File: config.mk
export PLATFORM = sky130hd
export DESIGN_NAME = exc_ctrl
export DESIGN_NICKNAME = d
export VERILOG_FILES = /design/src/rtl/exc_ctrl.sv
export SDC_FILE = /design/constraint.sdc
export NUM_CORES = 1
export LEC_CHECK = 0
export BUFFER_PORTS_ARGS = -buffer_cell sky130_fd_sc_hd__buf_2
export CAP_MARGIN = 20
export CORE_ASPECT_RATIO = 1.75
export CORE_MARGIN = 2
export CORE_UTILIZATION = 45
export DETAILED_ROUTE_END_ITERATION = 12
export GPL_TIMING_DRIVEN = 0
export PLACE_DENSITY_LB_ADDON = 0.2
export SYNTH_ARGS = -nofsm -noshare
export SYNTH_HDL_FRONTEND = slang
export SYNTH_SLANG_ARGS = --single-unit
File: constraint.sdc
create_clock -name clk -period 3.62 [get_ports clk]
set_input_delay 0.543 -clock clk [delete_from_list [all_inputs] [get_ports clk]]
set_output_delay 0.543 -clock clk [all_outputs]
set_load 0.005 [all_outputs]
File: src/rtl/exc_ctrl.sv
// Exception sequencer in front of CP0: qualifies ID trap/eret requests, commits them
// to CP0, flushes the pipeline for a fixed time, then redirects the PC once.
module exc_ctrl #(
   parameter int unsigned FLUSH_CYCLES  = 2,
   parameter logic [4:0]  CAUSE_SYSCALL = 5'd8,
   parameter logic [4:0]  CAUSE_BREAK   = 5'd9,
   parameter logic [4:0]  CAUSE_TEQ     = 5'd13
) (
   input  logic        clk,
   input  logic        rst,
   input  logic        stall,
   input  logic        id_valid,
   input  logic [31:0] id_pc,
   input  logic        is_syscall,
   input  logic        is_break,
   input  logic        is_teq,
   input  logic        teq_eq,
   input  logic        is_eret,
   input  logic [31:0] status,
   input  logic [31:0] exc_addr,
   output logic        exception,
   output logic        eret,
   output logic [4:0]  cause,
   output logic [31:0] exc_pc,
   output logic        flush,
   output logic        pc_redirect,
   output logic [31:0] redirect_pc,
   output logic        busy
);
   // state      | meaning
   // S_IDLE     | waiting for a qualified ID request
   // S_COMMIT   | one-cycle exception/eret pulse to CP0, flush asserted
   // S_FLUSH    | pipeline flush, counter runs down to 0
   // S_REDIRECT | one-cycle PC load to the latched target
   typedef enum logic [1:0] {S_IDLE, S_COMMIT, S_FLUSH, S_REDIRECT} state_t;

   localparam logic [3:0] FLUSH_LAST = 4'(FLUSH_CYCLES - 1);

   state_t      state, state_nxt;
   logic [3:0]  cnt;
   logic [4:0]  cause_q;
   logic [31:0] pc_q;
   logic [31:0] target_q;
   logic        eret_q;

   logic        take_eret, take_sys, take_brk, take_teq, take;
   logic [4:0]  cause_nxt;
   logic        unused_status;

   assign unused_status = ^status[31:4];

   assign take_eret = is_eret;
   assign take_sys  = is_syscall & status[0] & status[1];
   assign take_brk  = is_break & status[0] & status[2];
   assign take_teq  = is_teq & teq_eq & status[0] & status[3];
   assign take      = id_valid & ~stall & (take_eret | take_sys | take_brk | take_teq);

   always_comb begin
      cause_nxt = 5'd0;
      if (take_eret)     cause_nxt = 5'd0;
      else if (take_sys) cause_nxt = CAUSE_SYSCALL;
      else if (take_brk) cause_nxt = CAUSE_BREAK;
      else if (take_teq) cause_nxt = CAUSE_TEQ;
   end

   always_ff @(posedge clk or negedge rst) begin
      if (!rst) state <= S_IDLE;
      else      state <= state_nxt;
   end

   always_comb begin
      state_nxt = state;
      case (state)
         S_IDLE:     if (take) state_nxt = S_COMMIT;
         S_COMMIT:   state_nxt = S_FLUSH;
         S_FLUSH:    if (cnt == 4'd0) state_nxt = S_REDIRECT;
         S_REDIRECT: state_nxt = S_IDLE;
         default:    state_nxt = S_IDLE;
      endcase
   end

   always_ff @(posedge clk or negedge rst) begin
      if (!rst) begin
         cnt      <= 4'd0;
         cause_q  <= 5'd0;
         pc_q     <= 32'd0;
         target_q <= 32'd0;
         eret_q   <= 1'b0;
      end else begin
         case (state)
            S_IDLE: if (take) begin
               cause_q <= cause_nxt;
               pc_q    <= id_pc;
               eret_q  <= take_eret;
            end
            // CP0 already sees the commit pulse here, so exc_addr is EPC for eret
            S_COMMIT: begin
               target_q <= exc_addr;
               cnt      <= FLUSH_LAST;
            end
            S_FLUSH:  if (cnt != 4'd0) cnt <= cnt - 4'd1;
            default:  ;
         endcase
      end
   end

   always_comb begin
      exception   = 1'b0;
      eret        = 1'b0;
      flush       = 1'b0;
      pc_redirect = 1'b0;
      busy        = 1'b1;
      case (state)
         S_IDLE:     busy = 1'b0;
         S_COMMIT: begin
            exception = ~eret_q;
            eret      = eret_q;
            flush     = 1'b1;
         end
         S_FLUSH:    flush = 1'b1;
         S_REDIRECT: pc_redirect = 1'b1;
         default:    busy = 1'b0;
      endcase
   end

   assign cause       = cause_q;
   assign exc_pc      = pc_q;
   assign redirect_pc = target_q;

endmodule

# == Yosys cells after proc, flatten, opt, wreduce, memory -nomap -nowiden ==
# Index checks and enable logic that the tools add are counted.
# totals
regBits,76
output_inout_bits,74
input_bits,105
# op_classes
muxes,14
eq_ne,6
n_reduce_logical,8
bitwise,14
addsub,1
# op_table
cell,count
$mux W4,4
$and A1 B1 Y1,9
$pmux W2 S4,1
$pmux W4 S2,1
$ne A2 B2 Y1 const B,3
$reduce_and A2 Y1,3
$mux W1,5
$mux W5,1
$eq A2 B2 Y1 const B,2
$logic_not A4 Y1,1
$mux W2,2
$reduce_bool A4 Y1,1
$sub A4 B1 Y4 const B,1
$or A1 B1 Y1,3
$eq A2 B1 Y1 const B,1
$logic_not A2 Y1,1
$not A1 Y1,2
$reduce_bool A2 Y1,1
$reduce_or A2 Y1,1

# == Depth between registers and ports, before layout ==
# Gate-level depths: netlist of run 1.
# logic_depth
depth_word,8
ltp_mapped,6
ltp_nobuf,6

# == Least setup slack after synthesis of run 1 ==
# No wires, ideal clock.
# synth_timing
kind,reg2out
from,reg state[1]
to,out exception
arrival_time_ns,1.249
path_stages_with_launch,6
path_slack_ns,1.828
n_path_buf,2
path_cell_list,dfrtp_1 -> inv_1 -> ha_1 -> buf_2 -> buf_1 -> nor2b_1
# synth_via
elab_chain_len,2
# synth_lines
element,line,text
"start, declared",39,"state_t state, state_nxt;"
"start signal, assigned",68,else state <= state_nxt;
$eq A2 B1 Y1,113,case (state)
$mux W1,113,
"end, declared",21,"output logic exception,"
# Every way passes these cells.

# == Final worst setup path of run 1 ==
# Same ends and word-level chain as after synthesis.

==> run metrics, run 1 <==
Slew @ Worst Pin=0.888 ns; number of global-route vias before repair=2148; critical path data arrival time=approximately 1.9 ns; Seq pwr share=40.0%; WL per Instance=approximately 14 µm; area delta synth->final=35.6%; Synth cell types=30; leading cell type in the layout, fill and taps excluded=buf_2; Fin Setup TNS=0 ns; Via density=between 4 and 5; post-route design area=between 0.004 and 0.005 mm²; antenna violations before repair=0; startpoint types=flop; Comb power frac=between 30% and 40%; TritonCTS Buffers=9; Total Wirelength=around 6.4 mm; layer with the highest usage=met2; Antenna Nets Post-Route=0; DP Worst Slack=~1.5 ns; post-CTS setup repair buffer count=0; CTS sink cnt=74; Seq/Total Area, Yosys=between 50% and 60%; Sw Ratio=roughly 29%; Mapped Avg Cell Area=between 15 and 20 µm²; Critical-path top delay cell=buf_1; hpwl dp=5.05 mm; Bufs and invs on worst path=4; Final Skew=~0.0046 ns; hold buffers post-CTS=0; Synth area leaders=dfrtp_1, mux2_4, mux2_2; clock latency on the worst-skew pair=around 0.32 ns; Crit path top cell by count=buf_2; clk buf depth=2; Pwr Density=about 860 mW/mm²; number of max-cap violations=0; warnings from Yosys=0; Setup-failing EPs final=0; register area=0.00185 mm²; # H-tree levels=3; Internal Power=~0.0026 W; placed cell area=0.00398 mm²; worst hold path type=in -> async; Final min period=between 2 and 2.5 ns; ANT cells=0; met1 GRT Util=19.1%; Max Slew Vio Count=0; WHS=around 0.35 ns; grt ovf=0; share of the synthesized area in the top cell type=59.3%; Final GP Congestion=0.735; largest net degree at the start of global routing=75; CP required=a little over 3 ns; setup ws final=approximately 1.2 ns; # fillers=538; Die Y=114 µm; Slew HR=between 40 and 50%; Clock power frac=21.3%; Die X=roughly 67 µm; CP endpoint kind=output port; Ports=179; worst stage delay on the critical path=around 0.44 ns; #FFs+latches synth=74; most frequent cells in the layout=buf_2, dfrtp_1, mux2_2, mux2_4; Largest delay share family, worst path=buffers and inverters; die area=~0.0076 mm²; Leakage=2.16 nW; # resized after CTS=0; CTS tree=yes; kind of critical path=reg -> out; layout cells sized above 1=approximately 65%; worst-path cell chain=inv_1 -> ha_1 -> buf_2 -> buf_1 -> nor2b_1 -> buf_2; outcome=finished, final reports clean; Max Fclk=approximately 400 MHz; Root Driver=clkbuf_16; via count=2132; met2 usage=30.7%; Final Net Count=471; Iteration-0 DRC Markers=between 100 and 150; overall power=0.00364 W; clk slew on worst S/H paths=roughly 0.05 ns; drt first pass iters=4; Initial Util=between 40 and 50%; area of the multi-input gates=~0.0012 mm²; P_sw=about 0.0010 W; synthesized instance count=200; All-Layer GR Usage=between 15 and 20%; Core ar.=slightly below 0.007 mm²; Post-Synthesis Cell Area=between 0.003 and 0.004 mm²; Yosys top cell by area=dfrtp_1; M3 GR Usage=5.51%; fin crit share=between 60% and 70%; Buffers on Ports=between 100 and 150; Final Hold Fails=0; worst-path fanout max=10; FP Rows=40; first-pass GRT wire length=9.92 mm; Post-route DRC=0; RSZ-0062 raised after global routing=false; Worst VDD drop=0.000449 V
==> stage by stage <==
step | util (%) | instances
after floorplan | - | 201
after global placement | 58.4 | 433
after detailed placement | 58.4 | 433
after CTS | 62.2 | 446
after global routing | 62.2 | 446
final | 62.2 | 446
==> layer usage <==
layer	share of wire [%]	wire [µm]
met1	36	2320
met2	54	3490
met3	7.3	471
met4	2.0	131
met5	0	0
==> registers in the layout, summed over array words and instances (netlist names) <==
name / flops
eret_q: 1
redirect_pc: 32
cnt: 4
cause: 3
state: 2
exc_pc: 32
==> cell usage after synthesis <==
library cell,n
dfrtp_1,74
mux2_2,36
mux2_4,30
inv_1,9
ha_1,6
a21oi_1,4
nor2_1,4
o21ai_0,4
buf_2,3
buf_6,3
o22a_1,3
a21oi_4,2
buf_4,2
nand2_1,2
nor2b_1,2
or3_1,2
a22o_1,1
a311oi_1,1
a31oi_1,1
and2_1,1
buf_1,1
conb_1,1
nand2b_1,1
nand3_1,1
nand4_1,1
nand4_2,1
nor3_1,1
o21a_1,1
o31a_1,1
o31ai_1,1
==> final cells by class <==
| class | count | area share [%] |
|---|---|---|
| Buffer | 9 | 1.60 |
| Clock buffer | 13 | 6.14 |
| Inverter | 9 | 0.798 |
| Multi-Input combinational cell | 109 | 27.7 |
| Sequential cell | 74 | 43.7 |
| Tap cell | 84 | 2.48 |
| Timing Repair Buffer | 148 | 17.5 |
==> worst reg2reg max path: stages, from the launching register on <==
cell     delay [ns]
dfrtp_1        0.41
inv_1          0.10
ha_1           0.25
nand3_1        0.23
a21oi_4        0.29
buf_6          0.23
mux2_4         0.32
==> power by group through the flow <==
stage | clock network, W | logic (W) | registers [W]
after detailed placement | 0 | 0.00144 | 0.00147
after floorplan | 0 | 0.000787 | 0.00150
after global placement | 0 | 0.00140 | 0.00146
after global routing | 0.000837 | 0.00155 | 0.00151
final | 0.000774 | 0.00141 | 0.00146
after CTS | 0.000794 | 0.00144 | 0.00146
==> final timing paths <==
path                            slack, ns         endpoint  cells past startpoint      from
worst max-delay path                 1.17        exception                      6  state[1]
worst min-delay path                 0.35  redirect_pc[23]                      1       rst
worst max register to register       1.69       exc_pc[13]                      6  state[0]
worst min register to register       0.48         cause[2]                      1  cause[2]
max in group asynchronous            2.69   redirect_pc[0]                      1       rst
min in group clk                     0.45        exc_pc[2]                      2  id_pc[2]
==> logic make-up after synthesis <==
kind of cell	count (synthesis)	share of synthesized area [%]
flip-flops	74	59.3
multiplexers	66	27.4
AO/OA/AOI/OAI	19	4.69
buffers and inverters	18	3.24
AND/OR/NAND/NOR	16	2.84
adder cells (fa/ha/maj)	6	2.40
other	1	0.120
(Power assumes the default switching activity.)
==> inputs of run 2 (changes only) <==
CORE_UTILIZATION = 44   (was 45)
clock period = 2.4 ns   (was 3.62 ns; I/O delays follow)
==> run 2 against run 1 <==
Final area up 0.80%; sequential share of layout area down 0.35 points; clock-buffer cell count down 2; cell count up 0.45%; register-to-register slack worse by 1.2 ns; clock skew down 0.00098 ns; largest cell class unchanged.
==> run metrics, run 2 (synthesis gave the netlist of run 1 again) <==
Total Wirelength=6.55 mm (+2.1%); via count=2189 (+2.7%); ANT cells=0 (unchanged); first-pass GRT wire length=10.0 mm (+0.97%); FP Rows=40 (unchanged); die area=0.00781 mm² (+2.2%); worst stage delay on the critical path=0.41 ns (-0.03 ns); clk buf depth=2 (unchanged); Largest delay share family, worst path=buffers and inverters; R2R Setup Slk=0.48 ns (-1.21 ns); # fillers=553 (+2.8%); layer with the highest usage=met2; Post-route DRC=0 (unchanged); most frequent cells in the layout=buf_2, dfrtp_1, mux2_2, mux2_4; RSZ-0062 raised after global routing=false; end of the worst hold path=exc_pc[23]; CTS sink cnt=74 (unchanged); Final min period=approximately 2 ns; kind of critical path=reg -> out; Worst R2R Path Depth=6 (unchanged); hpwl dp=5.09 mm (+0.65%); Buffers on Ports=148 (unchanged); drt first pass iters=4 (unchanged); leading cell type in the layout, fill and taps excluded=buf_2; hold depth=2; Slew HR=64.4% (+24 points); antenna violations before repair=0 (unchanged); fin crit share=between 80% and 90%; Reg-to-Reg Start=state[0]; grt ovf=0 (unchanged); Cells after DPL=434 (+0.23%); CP endpoint kind=output port; Setup-failing EPs final=0 (unchanged); met2 usage=29.5% (-1.2 points); Die X=67.7 µm (+1.1%); Initial Util=45.5% (-0.33 points); met1 GRT Util=19.2% (+0.044 points); # H-tree levels=3 (unchanged); worst hold path type=in -> reg; Ports=179 (unchanged); clk slew on worst S/H paths=0.05 ns (about the same); TritonCTS Buffers=9 (unchanged); WL per Instance=14.6 µm (+1.7%); Pwr Density=1290 mW/mm² (+50%); Slew @ Worst Pin=0.530 ns (-0.359 ns); layout cells sized above 1=65.7% (+0.47 points); Final Net Count=472 (+0.21%); Final GP Congestion=0.807 (+9.8%); final std cells w/o fill=448 (+0.45%); WHS=0.261 ns (-0.0850 ns); Critical-path top delay cell=dfrtp_1; Root Driver=clkbuf_16; Antenna Nets Post-Route=0 (unchanged); Final Hold Fails=0 (unchanged); worst-path fanout max=18 (+8); critical path data arrival time=1.65 ns (-0.26 ns); Bufs and invs on worst path=3 (-1); number of global-route vias before repair=2238 (+4.2%); worst-path cell chain=inv_1 -> ha_1 -> buf_2 -> nor2b_1 -> buf_2; Final Util=62.3% (about the same); CP required=2.04 ns (-1.04 ns); area delta synth->final=36.7%; All-Layer GR Usage=17.5% (-0.18 points); largest net degree at the start of global routing=69 (-8.0%); outcome=finished, final reports clean; r2r endpoint=exc_pc[18]; CTS tree=yes; Crit path top cell by count=buf_2; post-CTS setup repair buffer count=0 (unchanged); Die Y=115 µm (+1.1%); Max Fclk=approximately 500 MHz; M3 GR Usage=5.83% (+0.32 points); overall power=0.00550 W (+51%); Leakage=2.18 nW (+0.71%); Final Skew=0.00365 ns (-0.000981 ns); number of max-cap violations=0 (unchanged); Via density=4.89 (+2.2%); Max Slew Vio Count=0 (unchanged); clock latency on the worst-skew pair=0.33 ns (about the same); Core ar.=0.00686 mm² (+0.74%); Worst VDD drop=0.000682 V (+52%); min-delay src=id_pc[23]; startpoint types=flop; Fin Setup TNS=0 ns (unchanged); Iteration-0 DRC Markers=72 (-38%)
==> run 2: timing repair <==
action	4_1_cts	5_1_grt
resized for setup	0	0
setup endpoints to repair	2	0
hold endpoints to repair	6	0
hold buffers	1	0
==> run 2: area by class of cell <==
cell class | instances | area, µm² | share of cell area [%]
timing repair buffer | 150 | 781 | 18.3
multi-input combinational | 109 | 1170 | 27.5
clock buffer | 11 | 243 | 5.69
tap | 84 | 105 | 2.46
inverter | 9 | 33.8 | 0.791
clock inverter | 3 | 17.5 | 0.410
sequential | 74 | 1850 | 43.4
buffer | 8 | 63.8 | 1.49
==> run 2: metal layers <==
metal,wire [µm],vias to the layer above
met5,0,-
met4,171,0
met3,524,14
met2,3380,109
met1,2470,1051
li1,-,1015
==> run 2: worst reg2reg max path: stages, from the launching register on <==
cell	delay [ns]
dfrtp_1	0.41
inv_1	0.10
ha_1	0.25
nand3_1	0.23
a21oi_4	0.28
buf_6	0.22
mux2_4	0.32
==> run 2: power breakdown <==
group,switching (W),total [W],leakage (nW),internal [W]
Combinational,0.000823,0.00213,1.17,0.00130
Sequential,0.000324,0.00220,0.887,0.00188
Clock,0.000461,0.00117,0.127,0.000711
Total,0.00161,0.00550,2.18,0.00389
==> run 2: how the worst max path moves through the flow <==
| stage | slack, ns | start | cells after the start | endpoint |
|---|---|---|---|---|
| after floorplan | 0.70 | state[0] | 6 | exc_pc[10] |
| after global routing | 0.26 | state[1] | 5 | exception |
| after CTS | 0.35 | state[1] | 5 | exception |
| after global placement | 0.35 | state[1] | 6 | eret |
| final | 0.39 | state[1] | 5 | exception |
| after detailed placement | 0.32 | state[1] | 6 | eret |
==> run 2: metrics by stage <==
step                      area [µm²]  setup WS [ns]
after floorplan                 3130          0.696
after global placement          3970          0.353
after detailed placement        4000          0.315
after CTS                       4270          0.351
after global routing            4270          0.257
final                           4270          0.393
==> inputs of run 3 (changes only) <==
ABC_AREA = 1   (was not set)
CORE_UTILIZATION = 43   (was 44)
clock period = 2.01 ns   (was 2.4 ns; I/O delays follow)
==> run 3 against run 2 <==
Cell count grew 35%; sequential power is 16% higher; clock skew is 0.00092 ns higher; sequential share of layout area grew 0.82 points; worst hold slack lost 0.096 ns; die area fell by 0.75%; critical path depth increased by 1; power up 14%; non-clock buffer count grew 7; area after synthesis down 3.0%; synthesized cell count grew 77%; utilization fell by 1.1 points.
==> run metrics, run 3 <==
Top FF cell, synth=dfrtp_1; largest net degree at the start of global routing=48 (-30%); Final min period=roughly 1.9 ns; Max Fclk=~540 MHz; clock latency on the worst-skew pair=0.33 ns (about the same); worst-path cell chain=inv_1 -> ha_1 -> buf_4 -> clkinv_4 -> nor2_1 -> buf_2; ANT cells=0 (unchanged); Buffers on Ports=148 (unchanged); Critical-path top delay cell=dfrtp_1; #FFs+latches synth=74 (unchanged); kind of critical path=reg -> out; Die X=67.4 µm (-0.37%); Root Driver=clkbuf_16; CP required=1.71 ns (-0.33 ns); Final Skew=0.00457 ns (+0.000920 ns); Pwr Density=1500 mW/mm² (+16%); most common cell in the netlist=nand2_1; worst stage delay on the critical path=0.39 ns (-0.02 ns); Fin Setup TNS=0 ns (unchanged); clk slew on worst S/H paths=0.05 ns (about the same); Final Hold Fails=0 (unchanged); asr flop ratio synth=100% (unchanged); Cells after DPL=588 (+35%); Reg-to-Reg Start=state[1]; Final Util=61.1% (-1.1 points); Initial Util=44.2% (-1.4 points); number of global-route vias before repair=2679 (+20%); Final GP Congestion=0.791 (-2.0%); Seq/Total Area, Yosys=61.2% (+1.9 points); CP endpoint kind=output port; All-Layer GR Usage=19.8% (+2.3 points); Leakage=2.52 nW (+16%); outcome=finished, final reports clean; leading cell type in the layout, fill and taps excluded=nand2_1; Via density=4.56 (-6.7%); TritonCTS Buffers=9 (unchanged); Bufs and invs on worst path=4 (+1); EDFF count, synth=0 (unchanged); area delta synth->final=38.4%; die area=0.00776 mm² (-0.75%); Die Y=115 µm (-0.38%); grt ovf=0 (unchanged); Post-route DRC=0 (unchanged); r2r endpoint=cnt[1]; drt first pass iters=4 (unchanged); Total Wirelength=7.23 mm (+10%); antenna violations before repair=0 (unchanged); WHS=0.164 ns (-0.0963 ns); critical path data arrival time=1.57 ns (-0.08 ns); share of the synthesized area in the top cell type=61.2% (+1.9 points); clk buf depth=2 (unchanged); Core ar.=0.00686 mm² (unchanged); Largest delay share family, worst path=buffers and inverters; first-pass GRT wire length=11.4 mm (+14%); RSZ-0062 raised after global routing=false; FP Rows=40 (unchanged); CP endpoint=exception; hpwl dp=5.52 mm (+8.5%); Max Slew Vio Count=0 (unchanged); Iteration-0 DRC Markers=137 (+90%); Setup-failing EPs final=0 (unchanged); Ports=179 (unchanged); Mapped Avg Cell Area=8.55 µm² (-45%); Final Net Count=626 (+33%); WP depth=6 (+1); Yosys top cell by area=dfrtp_1; Worst R2R Path Depth=8 (+2); Antenna Nets Post-Route=0 (unchanged); worst-path fanout max=16 (-2); Post-synth top cells=nand2_1, dfrtp_1, inv_1; fin crit share=between 90 and 100%; final std cells w/o fill=604 (+35%); Post-Synthesis Cell Area=0.00303 mm² (-3.0%); warnings from Yosys=0 (unchanged); CTS tree=yes; via count=2754 (+26%); CP startpoint=state[1]; worst hold path type=in -> reg; number of max-cap violations=0 (unchanged); synthesized instance count=354 (+77%); CTS sink cnt=74 (unchanged); WL per Instance=12.0 µm (-18%); post-route design area=0.00419 mm² (-1.8%); R2R Setup Slk=0.41 ns (-0.07 ns); layout cells sized above 1=34.2% (-31 points); most frequent cells in the layout=nand2_1, buf_2, dfrtp_1, inv_1; Synth cell types=19 (-37%); Synth area leaders=dfrtp_1, nand2_1, ha_1; startpoint types=flop; Worst VDD drop=0.000823 V (+21%); placed cell area=0.00391 mm² (-2.4%); # H-tree levels=3 (unchanged)
==> run 3: cell types whose count changed in the layout (fill, tap and decap cells not counted), sizes merged, moves of 5 or more <==
cell,before,now
nor2,4,10
a21oi,6,0
mux2,66,0
nand3,1,7
nand2,2,214
inv,9,14
clkbuf,11,17
==> run 3: report_power, final <==
group          total [W]  internal, W  switching, W
Sequential       0.00256      0.00219      0.000370
Combinational    0.00228      0.00102       0.00127
Clock            0.00142     0.000863      0.000560
==> run 3: worst register-to-register path, cell delays in order (launching register included) <==
cell and delay [ns]:
dfrtp_1 0.39, inv_1 0.08, ha_1 0.14, buf_4 0.22
clkinv_4 0.17, nor2_1 0.23, nor2_1 0.09, nand2_1 0.06
o21ai_0 0.07
==> run 3: cells by family after synthesis <==
kind of cell             after synthesis  synth area share (%)
XOR/XNOR                               1                 0.289
AND/OR/NAND/NOR                      235                  29.9
adder cells (fa/ha/maj)                6                  2.48
AO/OA/AOI/OAI                          6                 0.992
flip-flops                            74                  61.2
buffers and inverters                 31                  5.08
other                                  1                 0.124
==> run 3: layout make-up <==
class / count / area (µm²)
Fill cell: 630 / 2670
Multi-Input combinational cell: 250 / 1030
Inverter: 15 / 61.3
Clock inverter: 3 / 15.0
Timing Repair Buffer: 151 / 788
Clock buffer: 13 / 250
Buffer: 14 / 92.6
Tap cell: 84 / 105
Sequential cell: 74 / 1850
==> run 3: metal layers <==
layer  global-route usage, %  part of all wire (%)  vias up
li1                        -                     -     1383
met1                    19.8                    37     1250
met2                    36.2                    54      106
met3                    5.87                   7.0       15
met4                    9.39                   2.5        0
met5                       0                     0        -
==> run 3: worst min-delay path by stage <==
stage               cells after the start               to       startpoint  slack, ns
floorplan                               0         cause[0]              rst      0.006
global placement                        2  redirect_pc[23]  redirect_pc[23]       0.45
detailed placement                      1  redirect_pc[27]              rst       0.26
CTS                                     3        exc_pc[4]         id_pc[4]       0.15
global route                            3        exc_pc[0]         id_pc[0]       0.17
finish                                  3        exc_pc[4]         id_pc[4]       0.16
==> run 3: repair_timing <==
| action | CTS | global route |
|---|---|---|
| endpoints found under the setup margin | 2 | 2 |
| hold endpoints to repair | 27 | 0 |
| setup buffers | 0 | 1 |
| hold buffers | 1 | 0 |
| gates resized for setup | 6 | 0 |
==> run 3: per-stage QoR <==
step	total power [W]	worst slack [ns]
after floorplan	0.00376	0.501
after global placement	0.00478	0.145
after detailed placement	0.00488	0.101
after CTS	0.00638	0.0460
after global routing	0.00683	0.0156
final	0.00627	0.141
